--- src/rtl/ulpi_rx_packet_decoder.sv ---
// ULPI receive-side decoder: splits RXCMDs from USB bytes, frames packets,
// checks PID/CRC5/CRC16, decodes tokens and streams DATAx payload bytes.
module ulpi_rx_packet_decoder #(
  parameter int unsigned MAX_PAYLOAD = 64,
  parameter int unsigned CNT_W       = 7
) (
  input  logic             CLKOUT,
  input  logic             RESET,
  input  logic             DIR,
  input  logic             NXT,
  input  logic [7:0]       data_in,
  output logic [1:0]       linestate,
  output logic             rx_active,
  output logic [7:0]       rx_byte,
  output logic             rx_byte_valid,
  output logic             pkt_done,
  output logic [3:0]       pkt_pid,
  output logic [1:0]       pkt_type,
  output logic [6:0]       tok_addr,
  output logic [3:0]       tok_endp,
  output logic [CNT_W-1:0] pkt_len,
  output logic             pid_err,
  output logic             crc_err,
  output logic             rx_err
);

  typedef enum logic [2:0] {
    S_IDLE = 3'd0,
    S_TURN = 3'd1,
    S_RX   = 3'd2,
    S_BODY = 3'd3,
    S_END  = 3'd4
  } state_t;

  localparam logic [1:0] TYPE_TOKEN = 2'b00;
  localparam logic [1:0] TYPE_DATA  = 2'b01;
  localparam logic [1:0] TYPE_HS    = 2'b10;
  localparam logic [1:0] TYPE_SPEC  = 2'b11;

  localparam logic [CNT_W-1:0] REL_LIM = CNT_W'(MAX_PAYLOAD + 32'd2);
  localparam logic [CNT_W-1:0] CNT_MAX = '1;
  localparam logic [CNT_W-1:0] CNT_TWO = CNT_W'(2);
  localparam logic [15:0]      CRC16_RES = 16'hB001;
  localparam logic [4:0]       CRC5_RES  = 5'b01100;

  state_t           state_q, state_d;
  logic             dir_q;
  logic [7:0]       pid_q;
  logic [CNT_W-1:0] body_cnt;
  logic [7:0]       hold0, hold1;
  logic [7:0]       tok_b1, tok_b2;
  logic [15:0]      crc16_q;
  logic             rxerr_q, ovr_q;

  logic             dir_rise_c, rxcmd_c, usb_byte_c, body_byte_c, rx_end_c;
  logic             finish_c, abort_c, emit_c, rxerr_set_c;
  logic [1:0]       cur_type_c;
  logic             done_pid_err_c, done_crc_err_c, done_rx_err_c;
  logic [CNT_W-1:0] done_len_c;

  // Reflected CRC16 (poly 0xA001), one byte LSB-first.
  function automatic logic [15:0] crc16_step(input logic [15:0] crc, input logic [7:0] b);
    logic [15:0] c;
    c = crc ^ {8'h00, b};
    for (int i = 0; i < 8; i++) begin
      c = c[0] ? ((c >> 1) ^ 16'hA001) : (c >> 1);
    end
    return c;
  endfunction

  // CRC5 residual over 11 field bits plus 5 CRC bits, LSB-first.
  function automatic logic [4:0] crc5_residual(input logic [15:0] bits);
    logic [4:0] c;
    logic       fb;
    c = 5'h1F;
    for (int i = 0; i < 16; i++) begin
      fb = c[4] ^ bits[i];
      c  = {c[3:0], 1'b0};
      if (fb) c = c ^ 5'b00101;
    end
    return c;
  endfunction

  function automatic logic [1:0] type_of(input logic [1:0] pid_lo);
    case (pid_lo)
      2'b01:   return TYPE_TOKEN;
      2'b11:   return TYPE_DATA;
      2'b10:   return TYPE_HS;
      default: return TYPE_SPEC;
    endcase
  endfunction

  always_ff @(posedge CLKOUT) begin
    if (RESET) state_q <= S_IDLE;
    else       state_q <= state_d;
  end

  always_comb begin
    state_d = state_q;
    case (state_q)
      S_IDLE: if (dir_rise_c) state_d = S_TURN;
      S_TURN: state_d = DIR ? S_RX : S_IDLE;
      S_RX: begin
        if (!DIR)     state_d = S_IDLE;
        else if (NXT) state_d = S_BODY;
      end
      S_BODY: if (finish_c) state_d = S_END;
      S_END:  state_d = dir_rise_c ? S_TURN : S_IDLE;
      default: state_d = S_IDLE;
    endcase
  end

  // Bus classification and end-of-packet summary.
  always_comb begin
    dir_rise_c  = DIR & ~dir_q;
    rxcmd_c     = DIR & dir_q & ~NXT & (state_q != S_TURN);
    usb_byte_c  = DIR & NXT & ((state_q == S_RX) | (state_q == S_BODY));
    body_byte_c = usb_byte_c & (state_q == S_BODY);
    rx_end_c    = rxcmd_c & ~data_in[4];
    rxerr_set_c = rxcmd_c & (data_in[5:4] == 2'b11) &
                  ((state_q == S_RX) | (state_q == S_BODY));
    finish_c    = (state_q == S_BODY) & (~DIR | rx_end_c);
    abort_c     = (state_q == S_BODY) & ~DIR;
    cur_type_c  = type_of(pid_q[1:0]);
    emit_c      = body_byte_c & (cur_type_c == TYPE_DATA) &
                  (body_cnt >= CNT_TWO) & (body_cnt < REL_LIM);

    done_pid_err_c = (pid_q[7:4] != ~pid_q[3:0]);
    done_rx_err_c  = rxerr_q | ovr_q | abort_c;
    done_crc_err_c = 1'b0;
    done_len_c     = '0;
    case (cur_type_c)
      TYPE_TOKEN: done_crc_err_c = (body_cnt != CNT_TWO) |
                                   (crc5_residual({tok_b2, tok_b1}) != CRC5_RES);
      TYPE_DATA: begin
        done_crc_err_c = (body_cnt < CNT_TWO) | (crc16_q != CRC16_RES);
        if (body_cnt >= CNT_TWO) done_len_c = body_cnt - CNT_TWO;
      end
      TYPE_HS:   done_crc_err_c = (body_cnt != '0);
      default:   done_crc_err_c = 1'b0;
    endcase
  end

  always_ff @(posedge CLKOUT) begin
    if (RESET) begin
      dir_q         <= 1'b0;
      pid_q         <= '0;
      body_cnt      <= '0;
      hold0         <= '0;
      hold1         <= '0;
      tok_b1        <= '0;
      tok_b2        <= '0;
      crc16_q       <= 16'hFFFF;
      rxerr_q       <= 1'b0;
      ovr_q         <= 1'b0;
      linestate     <= '0;
      rx_active     <= 1'b0;
      rx_byte       <= '0;
      rx_byte_valid <= 1'b0;
      pkt_done      <= 1'b0;
      pkt_pid       <= '0;
      pkt_type      <= '0;
      tok_addr      <= '0;
      tok_endp      <= '0;
      pkt_len       <= '0;
      pid_err       <= 1'b0;
      crc_err       <= 1'b0;
      rx_err        <= 1'b0;
    end else begin
      dir_q         <= DIR;
      rx_byte_valid <= 1'b0;
      pkt_done      <= 1'b0;
      pkt_len       <= '0;
      pid_err       <= 1'b0;
      crc_err       <= 1'b0;
      rx_err        <= 1'b0;

      if (rxcmd_c) begin
        linestate <= data_in[1:0];
        rx_active <= data_in[4];
      end
      if (!DIR) rx_active <= 1'b0;

      if (state_q == S_TURN) begin
        rxerr_q <= 1'b0;
        ovr_q   <= 1'b0;
      end
      if (rxerr_set_c) rxerr_q <= 1'b1;

      if (usb_byte_c && (state_q == S_RX)) begin
        pid_q    <= data_in;
        body_cnt <= '0;
        crc16_q  <= 16'hFFFF;
      end

      // Body bytes: CRC, token capture, and a two-deep hold-back for the CRC16 bytes.
      if (body_byte_c) begin
        if (body_cnt != CNT_MAX) body_cnt <= body_cnt + CNT_W'(1);
        crc16_q <= crc16_step(crc16_q, data_in);
        if (body_cnt == '0)          tok_b1 <= data_in;
        if (body_cnt == CNT_W'(1))   tok_b2 <= data_in;
        hold0 <= data_in;
        hold1 <= hold0;
        if (emit_c) begin
          rx_byte       <= hold1;
          rx_byte_valid <= 1'b1;
        end
        if ((cur_type_c == TYPE_DATA) && (body_cnt >= REL_LIM)) ovr_q <= 1'b1;
      end

      if (finish_c) begin
        pkt_done <= 1'b1;
        pkt_pid  <= pid_q[3:0];
        pkt_type <= cur_type_c;
        pkt_len  <= done_len_c;
        pid_err  <= done_pid_err_c;
        crc_err  <= done_crc_err_c;
        rx_err   <= done_rx_err_c;
        if (cur_type_c == TYPE_TOKEN) begin
          tok_addr <= tok_b1[6:0];
          tok_endp <= {tok_b2[2:0], tok_b1[7]};
        end
      end
    end
  end

endmodule

--- config.mk ---
export PLATFORM = sky130hd
export DESIGN_NAME = ulpi_rx_packet_decoder
export DESIGN_NICKNAME = d
export VERILOG_FILES = /design/src/rtl/ulpi_rx_packet_decoder.sv
export SDC_FILE = /design/constraint.sdc
export NUM_CORES = 1
export LEC_CHECK = 0
export CAP_MARGIN = 10
export CORE_UTILIZATION = 35
export CTS_BUF_LIST = sky130_fd_sc_hd__clkbuf_8
export DETAILED_ROUTE_END_ITERATION = 16
export PLACE_DENSITY = 0.54
export SLEW_MARGIN = 20
export SYNTH_ARGS = -nofsm -noshare
export SYNTH_HDL_FRONTEND = slang
export SYNTH_SLANG_ARGS = --single-unit
--- constraint.sdc ---
create_clock -name CLKOUT -period 3.3 [get_ports CLKOUT]
set_input_delay 0.66 -clock CLKOUT [delete_from_list [all_inputs] [get_ports CLKOUT]]
set_output_delay 0.66 -clock CLKOUT [all_outputs]
set_load 0.01 [all_outputs]
==> impl_metrics.json <==
{
  "post_drt_via_cell_ratio": 4.92,
  "synth_top_cell_area_share": 0.465,
  "timing.critical_path.slowest_stage_cell": "clkdlybuf4s50_1",
  "globalRouteTotalUtil": 0.164,
  "top_level_ports": 52,
  "post_route_cells_drive_above_1_share": 0.0603,
  "dominantRegCellSynth": "dfxtp_1",
  "yosys.cell_types.count": 49,
  "ys_async_sr_fraction": 0,
  "max_cap_violations": 0,
  "worst_setup_path_end_kind": "flip-flop",
  "synth.net_count": 541,
  "commonest_cells_in_the_synthesized_netlist": "dfxtp_1, nor2_1, nand2_1, a21oi_1, mux2i_1",
  "outcome": "finished, final reports clean",
  "antenna_violations_before_repair": 0,
  "synth_edf_count": 0,
  "areaGrowthSynthToFinish_pct": 18.0,
  "hold_class": "reg -> reg",
  "p_leak_uw": 0.00212,
  "place_inst": 720,
  "initial_drt_pass_iterations": 4,
  "finalSetupViolCount": 0,
  "n_antenna_cell": 0,
  "synth_area_um2": 4690,
  "total_congestion_overflow": 0,
  "critPathKind": "in -> reg",
  "vdd.ir_drop.worst_uv": 227,
  "clockBufferDepth": 2,
  "rsz_0062_raised_after_global_routing": "false",
  "cts_post_setup_buffers_inserted": 0,
  "stdcell_count": 736,
  "timing.critical_path.arrival_ns": 2.75,
  "initial_utilization": 0.366,
  "maxSlewHeadroom": 0.509,
  "ys_seq_area_frac": 0.465,
  "cp_max_fo": 6,
  "clock_power_share": 0.334,
  "detailroute.via_count": 3624,
  "startpoint_type": "input pin",
  "grt_max_degree": 34,
  "regArea_um2": 2180,
  "die_area_um2": 13900,
  "dp_slack_ns": 0.362,
  "post-dp-hpwl_um": 7650,
  "net-switching-power_uw": 572,
  "critical_path.cell_chain": "clkdlybuf4s50_1 > xnor2_1 > xor2_1 > xnor2_1 > xnor3_1 > xor2_1 > a21oi_1",
  "number_of_global_route_vias_before_repair": 3447,
  "synth_area_per_cell_um2": 9.08,
  "finalWorstPathRequiredPeriod_ns": 2.50,
  "worst_slew_pin_slew_ns": 0.733,
  "clkSlewWorstSetupHoldPaths_ns": 0.11,
  "drv_slew": 0,
  "place.gp.congestion": 0.871,
  "hold_buffers": 0,
  "post-layout-total-power_uw": 2240,
  "route.detailed.drc": 0,
  "drc_violation_total_after_the_first_tritonroute_iteration": 175,
  "die-height_um": 118,
  "dominant_cell_type_by_area_after_synthesis": "dfxtp_1",
  "min_period_over_period": 0.758,
  "number_of_fill_cells": 1261,
  "critPathRequiredTime_ns": 3.55,
  "drt_wl_total_um": 10800,
  "most_frequent_cell_after_synthesis": "dfxtp_1",
  "achievable-frequency_mhz": 400,
  "clock_skew_ns": 0.0127,
  "hold_violations": 0,
  "synth-seq-cells": 109,
  "post-route-util": 0.432,
  "clock_tree.htree_level_count": 3,
  "layout_setup_ws_ns": 0.799,
  "final_net_count": 583,
  "io_buffer_count": 51,
  "row_count": 41,
  "grt_pass1_wl_um": 18000,
  "internal_power_component_uw": 1670,
  "switching_share": 0.255,
  "syn-instance-count": 517,
  "wl_per_cell_um": 14.7,
  "floorplan.core_area_um2": 12800,
  "clk-insertion-delay-late_ns": 0.39,
  "setup_total_negative_slack_ns": 0,
  "crit_path_max_incr_delay_ns": 0.60,
  "pd_cells_nw_per_um2": 404,
  "postCtsResizedCells": 0,
  "power.combinational.fraction": 0.068,
  "cts_inserted_buffers": 9,
  "multiInputGateArea_um2": 2360,
  "antenna_nets_post_route": 0,
  "clock-root-buffer": "clkbuf_8",
  "floorplan.die.width_um": 118,
  "synthesis.yosys.warnings": 0,
  "cts_tree": "done",
  "synthTopCellsByArea": "dfxtp_1, mux2i_1, xnor2_1",
  "clkSinkCount": 109,
  "seq_power_share": 0.598
}
-- metrics by stage --
step / hold slack [ns] / area, µm²
finish: 0.461 / 5540
global route: 0.477 / 5540
CTS: 0.460 / 5540
detailed placement: 0.447 / 5370
global placement: 0.441 / 5370
floorplan: 0.432 / 4690
-- sequential cells by signal (all words and copies together) (netlist names), 8 cells and up --
signal / count
crc16_q: 16
hold0: 8
hold1: 8
pid_q: 8
rx_byte: 8
tok_b1: 8
tok_b2: 8
-- final timing paths --
check                           startpoint         end  slack, ns  depth (start not counted)
worst min register to register    hold0[7]    hold1[7]       0.46                          2
worst max-delay path            data_in[5]  crc16_q[0]       0.80                          7
worst min-delay path              hold0[7]    hold1[7]       0.46                          2
worst max register to register  state_q[0]  rx_byte[2]       0.89                          5
-- cell usage in the layout (no fill, tap or decap), types with 4 or more instances in the layout --
master and count:
a21oi_1 53, xor2_1 11, o22a_1 6, nor3_1 11, dfxtp_1 109, nand2_1 54, nand3_1 8, buf_4 10
nand4_1 4, o21ai_0 14, clkbuf_8 9, ha_1 12, nor2_1 77, mux2i_1 41, clkdlybuf4s50_1 50, nor4_1 4
xnor2_1 36, inv_1 8
-- area by class of cell --
class	count	share of cell area
Clock buffer	9	0.0224
Clock inverter	7	0.00859
Inverter	7	0.00475
Multi-Input combinational cell	371	0.426
Sequential cell	109	0.394
Tap cell	172	0.0389
Timing Repair Buffer	61	0.105
-- layer usage --
metal / up-vias / routed length, µm / GRT usage / part of all wire
li1: 1829 / - / - / -
met1: 1711 / 5180 / 0.212 / 0.48
met2: 72 / 5030 / 0.264 / 0.47
met3: 12 / 461 / 0.0484 / 0.043
met4: 0 / 142 / 0.0465 / 0.013
met5: - / 0 / 0 / 0
-- critical path: cells and delay by family --
kind / cells / cell delay [ns]
xor+xnor: 5 / 1.40
buf+inv: 1 / 0.60
compound gates: 1 / 0.08
-- power groups by stage --
stage               clock (µW)  combinational [µW]  sequential [µW]
finish                     747                 153             1340
global route               832                 168             1340
CTS                        783                 155             1340
detailed placement           0                 154             1370
global placement             0                 153             1370
floorplan                    0                 108             1360
-- cell families after synthesis --
kind of cell	synth area share
and+or+nand+nor	0.177
DFF	0.465
AOI/OAI and AO/OA	0.106
xor gates and xnor gates	0.101
muxes	0.0875
buffers and inverters	0.0317
adders and majority gates	0.0320
(Power assumes the default switching activity.)
